## src/rtl/pipe_pkg.sv

```systemverilog
// Shared pipeline definitions: stage-register occupancy states, the RISC-V
// canonical NOP (addi x0, x0, 0) and default payload widths.
package pipe_pkg;

    localparam int PIPE_XLEN = 32;
    localparam int PIPE_ILEN = 32;

    localparam logic [31:0] RV_NOP = 32'h0000_0013;

    typedef enum logic [1:0] {
        ST_EMPTY = 2'd0,
        ST_ONE   = 2'd1,
        ST_TWO   = 2'd2
    } state_e;

endpackage

```

## src/rtl/pipe_payload_reg.sv

```systemverilog
// Load-enabled {pc, instr, side} register with asynchronous reset values.
module pipe_payload_reg #(
    parameter int              XLEN      = 32,
    parameter int              ILEN      = 32,
    parameter int              SIDE_W    = 2,
    parameter logic [ILEN-1:0] RST_INSTR = '0
) (
    input  logic              clk,
    input  logic              rst_n,
    input  logic              load,
    input  logic [XLEN-1:0]   d_pc,
    input  logic [ILEN-1:0]   d_instr,
    input  logic [SIDE_W-1:0] d_side,
    output logic [XLEN-1:0]   q_pc,
    output logic [ILEN-1:0]   q_instr,
    output logic [SIDE_W-1:0] q_side
);

    logic [XLEN-1:0]   pc_q,    pc_d;
    logic [ILEN-1:0]   instr_q, instr_d;
    logic [SIDE_W-1:0] side_q,  side_d;

    // Capture the new payload only when loaded, otherwise hold.
    always_comb begin
        pc_d    = pc_q;
        instr_d = instr_q;
        side_d  = side_q;
        if (load) begin
            pc_d    = d_pc;
            instr_d = d_instr;
            side_d  = d_side;
        end
    end

    // Payload storage; reset leaves a harmless NOP in place.
    always_ff @(posedge clk or negedge rst_n) begin
        if (!rst_n) begin
            pc_q    <= '0;
            instr_q <= RST_INSTR;
            side_q  <= '0;
        end else begin
            pc_q    <= pc_d;
            instr_q <= instr_d;
            side_q  <= side_d;
        end
    end

    assign q_pc    = pc_q;
    assign q_instr = instr_q;
    assign q_side  = side_q;

endmodule

```

## src/rtl/if_id_skid_stage.sv

```systemverilog
// IF/ID stage register with a 2-entry skid buffer, synchronous flush and NOP
// masking of the invalid output. in_ready is a pure decode of the state
// register, so there is no combinational path from out_ready to in_ready.
// Optional macro IF_ID_PERF_CNT_EN adds saturating stall/flush counters.
module if_id_skid_stage
    import pipe_pkg::*;
#(
    parameter int              XLEN      = PIPE_XLEN,
    parameter int              ILEN      = PIPE_ILEN,
    parameter int              SIDE_W    = 2,
    parameter logic [ILEN-1:0] NOP_INSTR = ILEN'(RV_NOP),
    parameter int              CNT_W     = 16
) (
    input  logic              clk,
    input  logic              rst_n,
    input  logic              flush_i,
    input  logic              in_valid,
    output logic              in_ready,
    input  logic [XLEN-1:0]   in_pc,
    input  logic [ILEN-1:0]   in_instr,
    input  logic [SIDE_W-1:0] in_side,
    output logic              out_valid,
    input  logic              out_ready,
    output logic [XLEN-1:0]   out_pc,
    output logic [ILEN-1:0]   out_instr,
    output logic [SIDE_W-1:0] out_side,
    output logic [1:0]        occupancy
`ifdef IF_ID_PERF_CNT_EN
    ,
    output logic [CNT_W-1:0]  stall_cnt,
    output logic [CNT_W-1:0]  flush_cnt
`endif
);

    state_e            state_q, state_d;
    logic              in_fire, out_fire;
    logic              main_load, main_from_skid, skid_load;
    logic [XLEN-1:0]   main_d_pc,    main_pc,    skid_pc;
    logic [ILEN-1:0]   main_d_instr, main_instr, skid_instr;
    logic [SIDE_W-1:0] main_d_side,  main_side,  skid_side;

    assign in_ready  = (state_q != ST_TWO);
    assign out_valid = (state_q != ST_EMPTY);
    assign occupancy = 2'(state_q);
    assign in_fire   = in_valid & in_ready;
    assign out_fire  = out_valid & out_ready;

    // Next state and payload steering; flush wins and drops everything held.
    always_comb begin
        state_d        = state_q;
        main_load      = 1'b0;
        main_from_skid = 1'b0;
        skid_load      = 1'b0;
        if (flush_i) begin
            state_d = ST_EMPTY;
        end else begin
            case (state_q)
                ST_EMPTY: begin
                    if (in_fire) begin
                        main_load = 1'b1;
                        state_d   = ST_ONE;
                    end
                end
                ST_ONE: begin
                    if (in_fire && out_fire) begin
                        main_load = 1'b1;
                    end else if (out_fire) begin
                        state_d = ST_EMPTY;
                    end else if (in_fire) begin
                        skid_load = 1'b1;
                        state_d   = ST_TWO;
                    end
                end
                ST_TWO: begin
                    if (out_fire) begin
                        main_load      = 1'b1;
                        main_from_skid = 1'b1;
                        state_d        = ST_ONE;
                    end
                end
                default: state_d = ST_EMPTY;
            endcase
        end
    end

    // Occupancy state register.
    always_ff @(posedge clk or negedge rst_n) begin
        if (!rst_n) state_q <= ST_EMPTY;
        else        state_q <= state_d;
    end

    // Main refills from the skid entry when draining TWO, else from fetch.
    always_comb begin
        main_d_pc    = in_pc;
        main_d_instr = in_instr;
        main_d_side  = in_side;
        if (main_from_skid) begin
            main_d_pc    = skid_pc;
            main_d_instr = skid_instr;
            main_d_side  = skid_side;
        end
    end

    pipe_payload_reg #(
        .XLEN(XLEN), .ILEN(ILEN), .SIDE_W(SIDE_W), .RST_INSTR(NOP_INSTR)
    ) u_main (
        .clk(clk), .rst_n(rst_n), .load(main_load),
        .d_pc(main_d_pc), .d_instr(main_d_instr), .d_side(main_d_side),
        .q_pc(main_pc), .q_instr(main_instr), .q_side(main_side)
    );

    pipe_payload_reg #(
        .XLEN(XLEN), .ILEN(ILEN), .SIDE_W(SIDE_W), .RST_INSTR(NOP_INSTR)
    ) u_skid (
        .clk(clk), .rst_n(rst_n), .load(skid_load),
        .d_pc(in_pc), .d_instr(in_instr), .d_side(in_side),
        .q_pc(skid_pc), .q_instr(skid_instr), .q_side(skid_side)
    );

    // Decode never sees stale instructions or side-band while invalid.
    always_comb begin
        out_pc    = main_pc;
        out_instr = out_valid ? main_instr : NOP_INSTR;
        out_side  = out_valid ? main_side  : '0;
    end

`ifdef IF_ID_PERF_CNT_EN
    logic [CNT_W-1:0] stall_cnt_q, stall_cnt_d;
    logic [CNT_W-1:0] flush_cnt_q, flush_cnt_d;

    // Saturating counters: stalled output cycles and flushes that killed work.
    always_comb begin
        stall_cnt_d = stall_cnt_q;
        flush_cnt_d = flush_cnt_q;
        if (out_valid && !out_ready && (stall_cnt_q != '1))
            stall_cnt_d = stall_cnt_q + CNT_W'(1);
        if (flush_i && out_valid && (flush_cnt_q != '1))
            flush_cnt_d = flush_cnt_q + CNT_W'(1);
    end

    // Counter registers.
    always_ff @(posedge clk or negedge rst_n) begin
        if (!rst_n) begin
            stall_cnt_q <= '0;
            flush_cnt_q <= '0;
        end else begin
            stall_cnt_q <= stall_cnt_d;
            flush_cnt_q <= flush_cnt_d;
        end
    end

    assign stall_cnt = stall_cnt_q;
    assign flush_cnt = flush_cnt_q;
`endif

endmodule

```

## config.mk

```make
export PLATFORM = sky130hd
export DESIGN_NAME = if_id_skid_stage
export DESIGN_NICKNAME = d
export VERILOG_FILES = /design/src/rtl/pipe_pkg.sv /design/src/rtl/pipe_payload_reg.sv /design/src/rtl/if_id_skid_stage.sv
export SDC_FILE = /design/constraint.sdc
export NUM_CORES = 1
export LEC_CHECK = 0
export ABC_AREA = 0
export CORE_UTILIZATION = 35
export CTS_BUF_LIST = sky130_fd_sc_hd__clkbuf_8
export DETAILED_ROUTE_END_ITERATION = 10
export DONT_BUFFER_PORTS = 1
export GPL_ROUTABILITY_DRIVEN = 0
export PLACE_DENSITY = 0.49
export SYNTH_ARGS = -nofsm -noshare
export SYNTH_HDL_FRONTEND = slang
export SYNTH_SLANG_ARGS = --single-unit
```

## constraint.sdc

```tcl
create_clock -name clk -period 5.2 [get_ports clk]
set_clock_uncertainty 0.05 [all_clocks]
set_input_delay 0.52 -clock clk [delete_from_list [all_inputs] [get_ports clk]]
set_output_delay 0.52 -clock clk [all_outputs]
set_load 0.05 [all_outputs]
```

==> metrics.txt <==
status=finished with violations; violated checks=hold timing; # port buffers=0; P_leak=2.91 nW; total power=0.00308 W; largest net degree at the start of global routing=135; Final min period=3150 ps; vias in the first global route=3607; drt wl/cell=19.3 microns; Starting Density=0.359; Synth Area in XOR/XNOR=0; CTS buffer count=17; placed cell area=6420 sq um; Std-Cell Rows=48; htree depth=4; CP Class=reg -> out; Post-Synth Adder-Cell Area=0; CP Capture Type=output pin; Post-Synth Simple-Gate Area=0.0447; Die Wd=135 microns; Mapped Avg Cell Area=15.3 sq um; Mapped Cells=407; PwrDens=448 nW/um^2; CP arrival=2580 ps; Worst-Margin Slew=1030 ps; Seq/Total Area, Yosys=0.541; die height=135 microns; final slew viol count=0; period utilization=0.605; Root Buffer=clkbuf_8; setup violators final=0; Core ar.=17300 sq um; iteration-0 DRC count of the detailed router=70; highest clock rate=0.318 GHz; clock slew at reported path FFs=80 ps; # DRC=0; register area=3360 sq um; Final ANT Viol Nets=0; Final Hold Slack=-9.29 ps; I/O pins=141; Compound-Gate Fraction of Synth Area=0.00483; largest family of logic cells by synthesized area=multiplexers; crit start category=flip-flop; CP required=4630 ps; # clock sinks=134; DP HPWL=7290 microns; DRT Pass-1 Iters=4; Slew HR=0.313; layout cells sized above 1=0.499; crit-path max FO=35; global-route wire length before repair=19900 microns; ANT cells=0; Peak VDD IR=0.171 mV; multiplexer share of the synthesized area=0.384; clk buf depth=2; Post-CTS Setup Inserts=0; Yosys Warn Count=0; syn nets=478; design area=6880 sq um; CTS resizes=0; Hold Fails Final Rpt=3; Yosys cell types=25; routed vias=3200; Vias per Instance=4.97; Post-CTS Hold Fix Bufs=1; unrepaired setup endpoints after global routing=false; total wire length=12400 microns; Yosys reg bits=134; clk_lat worst skew=430 ps; Worst Hold Class=in -> async; Layout area overhead=10.6%; CTS tree=done; Setup TNS Final=0 ps; commonest non-fill, non-tap cell in the layout=dfrtp_1; nets=477; Die ar.=18300 sq um; area of the multi-input gates=2730 sq um; most frequent cells in the layout=dfrtp_1, mux2_2, mux2_1, mux2_4, nor2b_1; grt ovf=0; gr usage total=0.144; max cap viols=0; initial antenna violation count=0; # fillers=1620; mapped cell area=6220 sq um
==> cell usage after synthesis <==
cell	instances	area (sq um)
inv_2	1	3.75
nor2_1	4	15.0
nor3_1	1	5.00
mux2_1	40	450
clkbuf_1	3	11.3
or2_2	3	18.8
o21ai_2	1	8.76
buf_6	5	56.3
inv_1	1	3.75
a21oi_2	1	8.76
dfstp_2	6	158
mux2i_1	1	10.0
buf_4	1	7.51
mux2_2	118	1330
dfrtp_1	128	3200
mux2_4	40	601
nor2b_1	31	194
nand2b_1	1	6.26
a21oi_1	1	5.00
and2b_1	1	7.51
o21a_1	1	7.51
nor3b_2	1	12.5
nand3_1	1	5.00
nor2b_4	1	13.8
buf_2	15	75.1
==> layout make-up <==
| type | count | area share |
|---|---|---|
| Timing Repair Buffer | 4 | 0.00910 |
| Clock buffer | 18 | 0.0360 |
| Inverter | 2 | 0.00109 |
| Tap cell | 225 | 0.0409 |
| Sequential cell | 134 | 0.489 |
| Multi-Input combinational cell | 247 | 0.397 |
| Clock inverter | 14 | 0.0268 |
==> flip-flops by register name (all words and copies together) (netlist names) <==
| name | cells |
|---|---|
| u_skid.q_pc | 32 |
| u_main.q_instr | 32 |
| u_main.q_pc | 32 |
| u_main.q_side | 2 |
| u_skid.q_side | 2 |
| u_skid.q_instr | 32 |
| occupancy | 2 |
==> metal layers <==
| metal | up-vias | track usage | part of all wire |
|---|---|---|---|
| li1 | 1434 | - | - |
| met1 | 1661 | 0.182 | 0.45 |
| met2 | 98 | 0.210 | 0.44 |
| met3 | 7 | 0.0722 | 0.10 |
| met4 | 0 | 0.0543 | 0.011 |
| met5 | - | 0 | 0 |
==> cell families (layout without fill, tap and decap cells) <==
group / count (synthesis) / after routing
buf+inv: 26 / 38
flops: 134 / 134
compound gates: 4 / 4
mux: 199 / 199
simple gates: 44 / 44
==> stage by stage <==
stage | hold WS (ps) | cells | util | worst slack [ps]
final | -9.29 | 644 | 0.397 | 2050
after global routing | 36.0 | 644 | 0.397 | 1890
after CTS | 19.9 | 644 | 0.397 | 1960
after detailed placement | 178 | 611 | 0.371 | 2100
after global placement | 177 | 611 | 0.371 | 2160
after floorplan | 174 | 407 | - | 2700
==> critical path, cell delays in order, from the launching register on <==
cell and delay, ps:
dfrtp_1 880, nor2_4 370, nor2b_1 890
==> final timing paths <==
kind,slack [ps],endpoint,cells past startpoint,startpoint
hold reg to reg,450,u_skid.q_instr[9],1,u_skid.q_instr[9]
min in group clk,90,occupancy[0],1,flush_i
hold / removal,-9,u_skid.q_pc[9],1,rst_n
max in group asynchronous,4580,u_skid.q_pc[27],1,rst_n
setup reg to reg,2160,u_main.q_instr[28],6,occupancy[1]
setup / recovery,2050,out_instr[18],2,occupancy[0]
==> power breakdown <==
group | switching, W | internal, W
Sequential | 0.000313 | 0.00129
Clock | 0.000414 | 0.000531
Combinational | 0.000252 | 0.000278
Note: power is estimated with default switching activity, not from simulation.
